--- src/rtl/procyon_lsu_dc_arbiter_if.sv ---
// Request/back-pressure bundle between the LSU requesters and the D$ port arbiter.
// The arbiter uses the slave modport; the requester side (or a bench) uses master.
interface procyon_lsu_dc_arbiter_if;
    logic       i_flush;
    logic       i_mhq_fill_en;
    logic       i_sq_retire_en;
    logic       o_sq_retire_stall;
    logic       i_lq_replay_en;
    logic       o_lq_replay_stall;
    logic       i_fu_valid;
    logic       i_fu_is_store;
    logic       i_lq_full;
    logic       i_sq_full;
    logic       o_fu_stall;
    logic       o_valid;
    logic [1:0] o_sel;
    logic [3:0] o_grant;

    modport slave (
        input  i_flush, i_mhq_fill_en, i_sq_retire_en, i_lq_replay_en,
               i_fu_valid, i_fu_is_store, i_lq_full, i_sq_full,
        output o_sq_retire_stall, o_lq_replay_stall, o_fu_stall,
               o_valid, o_sel, o_grant
    );

    modport master (
        output i_flush, i_mhq_fill_en, i_sq_retire_en, i_lq_replay_en,
               i_fu_valid, i_fu_is_store, i_lq_full, i_sq_full,
        input  o_sq_retire_stall, o_lq_replay_stall, o_fu_stall,
               o_valid, o_sel, o_grant
    );
endinterface

--- src/rtl/procyon_lsu_dc_arbiter.sv ---
// Single-port LSU/D$ arbiter: fill > retire > replay > fu, with a registered one-hot grant.
// Define PCYN_LSU_ARB_AGING_EN to let starved replay/fu requests overtake SQ retires.
module procyon_lsu_dc_arbiter #(
    parameter int OPTN_STARVE_LIMIT = 8
) (
    input  logic                          clk,
    input  logic                          n_rst,
    procyon_lsu_dc_arbiter_if.slave       arb
);

    logic       elig_fill, elig_retire, elig_rp, elig_fu;
    logic       win_fill, win_retire, win_rp, win_fu;
    logic       promote_rp, promote_fu;
    logic       valid_d, valid_q;
    logic [1:0] sel_d, sel_q;
    logic [3:0] grant_d, grant_q;

    always_comb begin
        elig_fill   = arb.i_mhq_fill_en;
        elig_retire = arb.i_sq_retire_en;
        elig_rp     = arb.i_lq_replay_en & ~arb.i_flush;
        elig_fu     = arb.i_fu_valid & ~arb.i_flush &
                      ~(arb.i_fu_is_store ? arb.i_sq_full : arb.i_lq_full);
    end

`ifdef PCYN_LSU_ARB_AGING_EN
    localparam int                AGE_W   = $clog2(OPTN_STARVE_LIMIT + 1);
    localparam logic [AGE_W-1:0]  AGE_MAX = AGE_W'(OPTN_STARVE_LIMIT);

    logic [AGE_W-1:0] fu_age_d, fu_age_q, rp_age_d, rp_age_q;

    assign promote_rp = elig_rp & (rp_age_q == AGE_MAX);
    assign promote_fu = elig_fu & (fu_age_q == AGE_MAX);

    // Waiting-and-losing counts up; any other cycle (grant, drop, flush) restarts the wait.
    always_comb begin
        rp_age_d = '0;
        fu_age_d = '0;
        if (elig_rp && !win_rp)
            rp_age_d = (rp_age_q == AGE_MAX) ? AGE_MAX : rp_age_q + 1'b1;
        if (elig_fu && !win_fu)
            fu_age_d = (fu_age_q == AGE_MAX) ? AGE_MAX : fu_age_q + 1'b1;
    end

    always_ff @(posedge clk) begin
        if (!n_rst) begin
            rp_age_q <= '0;
            fu_age_q <= '0;
        end else begin
            rp_age_q <= rp_age_d;
            fu_age_q <= fu_age_d;
        end
    end
`else
    logic unused_starve_limit;

    assign unused_starve_limit = ^OPTN_STARVE_LIMIT;
    assign promote_rp          = 1'b0;
    assign promote_fu          = 1'b0;
`endif

    always_comb begin
        win_fill   = 1'b0;
        win_retire = 1'b0;
        win_rp     = 1'b0;
        win_fu     = 1'b0;
        if (elig_fill)        win_fill   = 1'b1;
        else if (promote_rp)  win_rp     = 1'b1;
        else if (promote_fu)  win_fu     = 1'b1;
        else if (elig_retire) win_retire = 1'b1;
        else if (elig_rp)     win_rp     = 1'b1;
        else if (elig_fu)     win_fu     = 1'b1;

        arb.o_sq_retire_stall = arb.i_sq_retire_en & ~win_retire;
        arb.o_lq_replay_stall = arb.i_lq_replay_en & ~win_rp;
        arb.o_fu_stall        = arb.i_fu_valid & ~win_fu;

        grant_d = {win_fill, win_retire, win_rp, win_fu};
        valid_d = |grant_d;
        sel_d   = sel_q;
        if (win_fill)        sel_d = 2'd3;
        else if (win_retire) sel_d = 2'd2;
        else if (win_rp)     sel_d = 2'd1;
        else if (win_fu)     sel_d = 2'd0;
    end

    always_ff @(posedge clk) begin
        if (!n_rst) begin
            valid_q <= 1'b0;
            sel_q   <= 2'd0;
            grant_q <= 4'd0;
        end else begin
            valid_q <= valid_d;
            sel_q   <= sel_d;
            grant_q <= grant_d;
        end
    end

    assign arb.o_valid = valid_q;
    assign arb.o_sel   = sel_q;
    assign arb.o_grant = grant_q;

endmodule

--- src/flat_wrapper.sv ---
// flat-port wrapper written by rule: the top's interface ports become plain ports
module procyon_lsu_dc_arbiter_flat 
#(
    parameter int OPTN_STARVE_LIMIT = 8
)
  (clk, n_rst, arb_i_flush, arb_i_mhq_fill_en, arb_i_sq_retire_en, arb_i_lq_replay_en, arb_i_fu_valid, arb_i_fu_is_store, arb_i_lq_full, arb_i_sq_full, arb_o_sq_retire_stall, arb_o_lq_replay_stall, arb_o_fu_stall, arb_o_valid, arb_o_sel, arb_o_grant);
  procyon_lsu_dc_arbiter_if arb_i ();
  input  logic clk;
  input  logic n_rst;
  input wire logic [$bits(arb_i.i_flush)-1:0] arb_i_flush;
  input wire logic [$bits(arb_i.i_mhq_fill_en)-1:0] arb_i_mhq_fill_en;
  input wire logic [$bits(arb_i.i_sq_retire_en)-1:0] arb_i_sq_retire_en;
  input wire logic [$bits(arb_i.i_lq_replay_en)-1:0] arb_i_lq_replay_en;
  input wire logic [$bits(arb_i.i_fu_valid)-1:0] arb_i_fu_valid;
  input wire logic [$bits(arb_i.i_fu_is_store)-1:0] arb_i_fu_is_store;
  input wire logic [$bits(arb_i.i_lq_full)-1:0] arb_i_lq_full;
  input wire logic [$bits(arb_i.i_sq_full)-1:0] arb_i_sq_full;
  output wire logic [$bits(arb_i.o_sq_retire_stall)-1:0] arb_o_sq_retire_stall;
  output wire logic [$bits(arb_i.o_lq_replay_stall)-1:0] arb_o_lq_replay_stall;
  output wire logic [$bits(arb_i.o_fu_stall)-1:0] arb_o_fu_stall;
  output wire logic [$bits(arb_i.o_valid)-1:0] arb_o_valid;
  output wire logic [$bits(arb_i.o_sel)-1:0] arb_o_sel;
  output wire logic [$bits(arb_i.o_grant)-1:0] arb_o_grant;
  assign arb_i.i_flush = arb_i_flush;
  assign arb_i.i_mhq_fill_en = arb_i_mhq_fill_en;
  assign arb_i.i_sq_retire_en = arb_i_sq_retire_en;
  assign arb_i.i_lq_replay_en = arb_i_lq_replay_en;
  assign arb_i.i_fu_valid = arb_i_fu_valid;
  assign arb_i.i_fu_is_store = arb_i_fu_is_store;
  assign arb_i.i_lq_full = arb_i_lq_full;
  assign arb_i.i_sq_full = arb_i_sq_full;
  assign arb_o_sq_retire_stall = arb_i.o_sq_retire_stall;
  assign arb_o_lq_replay_stall = arb_i.o_lq_replay_stall;
  assign arb_o_fu_stall = arb_i.o_fu_stall;
  assign arb_o_valid = arb_i.o_valid;
  assign arb_o_sel = arb_i.o_sel;
  assign arb_o_grant = arb_i.o_grant;
  procyon_lsu_dc_arbiter #(.OPTN_STARVE_LIMIT(OPTN_STARVE_LIMIT)) u_core (.clk(clk), .n_rst(n_rst), .arb(arb_i));
endmodule
--- config.mk ---
export PLATFORM = sky130hd
export DESIGN_NAME = procyon_lsu_dc_arbiter_flat
export DESIGN_NICKNAME = d
export VERILOG_FILES = /design/src/rtl/procyon_lsu_dc_arbiter_if.sv /design/src/rtl/procyon_lsu_dc_arbiter.sv /design/src/flat_wrapper.sv
export SDC_FILE = /design/constraint.sdc
export NUM_CORES = 1
export LEC_CHECK = 0
export CAP_MARGIN = 20
export CORE_AREA = 10 10 47 49
export DETAILED_ROUTE_END_ITERATION = 10
export DIE_AREA = 0 0 57 59
export DONT_BUFFER_PORTS = 1
export SLEW_MARGIN = 20
export SYNTH_ARGS = -nofsm -noshare
export SYNTH_HDL_FRONTEND = slang
export SYNTH_SLANG_ARGS = --single-unit
--- constraint.sdc ---
create_clock -name clk -period 1.7 [get_ports clk]
set_clock_uncertainty 0.2 [all_clocks]
set_input_delay 0.255 -clock clk [delete_from_list [all_inputs] [get_ports clk]]
set_output_delay 0.255 -clock clk [all_outputs]
set_load 0.01 [all_outputs]
==> qor.yml <==
die_area_sq_mm: 0.00336
core_sq_mm: 0.00140
power_density_mw_per_mm2: 868
reg2regPathDepth: 4
total_power_mw: 0.377
cp_cell_sequence: "inv_1 -> a221oi_1 -> o21a_1 -> dlygate4sd3_1"
clock_path_buffers: 2
synth_top_cell_by_area: "dfxtp_1"
synth_area_leaders: "dfxtp_1 46%, o31a_1 5.8%, mux2_4 4.9%"
slew_violations: 0
synthCells: 29
crit_fanout: 2
clock-sinks: 7
crit_path_start_kind: "flip-flop"
setup_ws_ns: 0.120
grt_max_degree: 8
crit_type: "flip-flop to flip-flop"
wl_um: 823
tightest_slew_ns: 0.232
h-tree-depth: 1
cts_buffers: 3
r2r-start: "u_core.arb.o_sel[0]"
hold_path_depth: 3
setup-tns-final_ns: 0
netlist_area_sq_um: 304
rrSetupSlack_ns: 0.12
route.detailed.drc: 0
holdCritStartpoint: "arb_i_lq_replay_en"
clock_latency_ns: 0.24
drive_gt1_frac: 0.171
ys_types: 18
ys_seq_area_frac: 0.461
synth_top_area_frac: 0.461
hold_viol: 0
grt_use_total: 0.0518
start_util: 0.217
critical-path-top-delay-family: "buffers and inverters"
slowest_delay_ns: 0.53
antenna_found_initial: 0
via_per_inst: 4.60
grt_pass1_vias: 293
whs_ns: 0.0625
syn_to_final_growth_pct: 42.8
maxCapViolCount: 0
p_leak_nw: 0.185
post_cts_buffers: 0
syn_nets: 39
fin_crit_ns: 1.58
diodes: 0
yosys_warnings: 0
fin_cells: 57
status: "complete, no violations"
via_count: 262
core.rowCount: 14
post-route-period-util: 0.929
drt_iter0_drc: 6
avgSynthCellArea_sq_um: 10.5
grt_pass1_wl_um: 1300
max_clock_freq_mhz: 633
first_pass_iters: 4
gp_congestion: 0.682
ir_worst_vdd_mv: 0.267
arrival_ns: 1.56
fin_nets: 52
slowest_stage: "dlygate4sd3_1"
cts_tree: "yes"
endpoint_kind: "flip-flop"
wl_per_cell_um: 14.4
die_y_um: 59
die_x_um: 57
io_buffers: 0
setup_viol: 0
slew-limit-headroom: 0.845
path_clk_slew_ns: 0.05
dp_cells: 45
cts_root_buf: "clkbuf_4"
crit_buf_inv: 2
ant_nets: 0
grt-ovfl-total: 0
hpwl_um: 636
ys_seq_elements: 7
pre_cts_slack_ns: 0.372
min_to: "u_core.arb.o_sel[1]"
worstHoldPathType: "primary input to flip-flop"
grt_setup_unrepaired: "no"
rr_endpoint: "u_core.arb.o_sel[0]"
crit_required_ns: 1.68
io_pins: 20
==> placed cells by master (no fill, tap or decap), types with 2 or more instances in the layout <==
cell type      instances
and2_1                 2
clkbuf_4               3
dfxtp_1                6
dlygate4sd3_1          7
nand2_1                2
nor2_1                 2
o21a_1                 2
o31a_1                 2
==> synthesized netlist by cell type (all sizes together) <==
library cell / number
a21boi: 1
a221oi: 1
and2: 2
and3b: 1
and4: 1
dfxtp: 7
inv: 1
mux2: 1
mux2i: 1
nand2: 2
nand2b: 2
nor2: 3
nor3b: 1
o211ai: 1
o21a: 2
o31a: 2
==> worst min-delay path, cell delays in order <==
cell and delay (ns):
nand2b_4 0.05, o211ai_1 0.09, a21boi_1 0.06
==> sequential cells by signal, indices dropped and copies added, names as in the netlist <==
| register | count |
|---|---|
| u_core.arb.o_grant | 4 |
| u_core.arb.o_valid | 1 |
| u_core.arb.o_sel | 2 |
==> final cells by class <==
type / instances / area [sq um]
multi-input combinational: 21 / 160
clock buffer: 4 / 26.3
fill: 155 / 967
inverter: 1 / 3.75
tap: 16 / 20.0
timing repair buffer: 8 / 82.6
sequential: 7 / 141
==> layer usage <==
metal | track usage | wire (um)
met5 | 0 | 0
met4 | 0.0705 | 0
met3 | 0.0129 | 58
met2 | 0.0698 | 372
met1 | 0.0569 | 391
==> power by group <==
part           total [mW]  switching (mW)  internal [mW]
logic              0.0472          0.0174         0.0297
clock network       0.148          0.0588         0.0894
registers           0.181         0.00846          0.173
==> cell families (layout without fill, tap and decap cells) <==
logic type             count (synthesis)  after routing  synth area share
AOI/OAI and AO/OA                      7              7             0.185
buffers and inverters                  1             13            0.0123
DFF                                    7              7             0.461
muxes                                  2              2            0.0823
and+or+nand+nor                       12             12             0.259
==> worst max-delay path by stage <==
stage / startpoint / end / slack [ns] / cells past startpoint
final: u_core.arb.o_sel[0] / u_core.arb.o_sel[0] / 0.12 / 4
after floorplan: arb_i_fu_is_store / arb_o_fu_stall / 0.39 / 2
after global placement: arb_i_fu_is_store / arb_o_fu_stall / 0.37 / 2
after global routing: u_core.arb.o_sel[0] / u_core.arb.o_sel[0] / 0.02 / 4
after CTS: n_rst / u_core.arb.o_grant[2] / 0.04 / 3
after detailed placement: arb_i_fu_is_store / arb_o_fu_stall / 0.37 / 2
==> through the flow <==
step,instance area (sq um),utilization
after floorplan,304,-
after global placement,324,0.231
after detailed placement,324,0.231
after CTS,430,0.307
after global routing,434,0.310
final,434,0.310
==> repair_timing <==
| item | in CTS | in global routing |
|---|---|---|
| hold endpoints to repair | 7 | 0 |
| hold buffers | 8 | 0 |
| resized for setup | 0 | 2 |
| setup endpoints to repair | 0 | 3 |
Note: power is estimated with default switching activity, not from simulation.
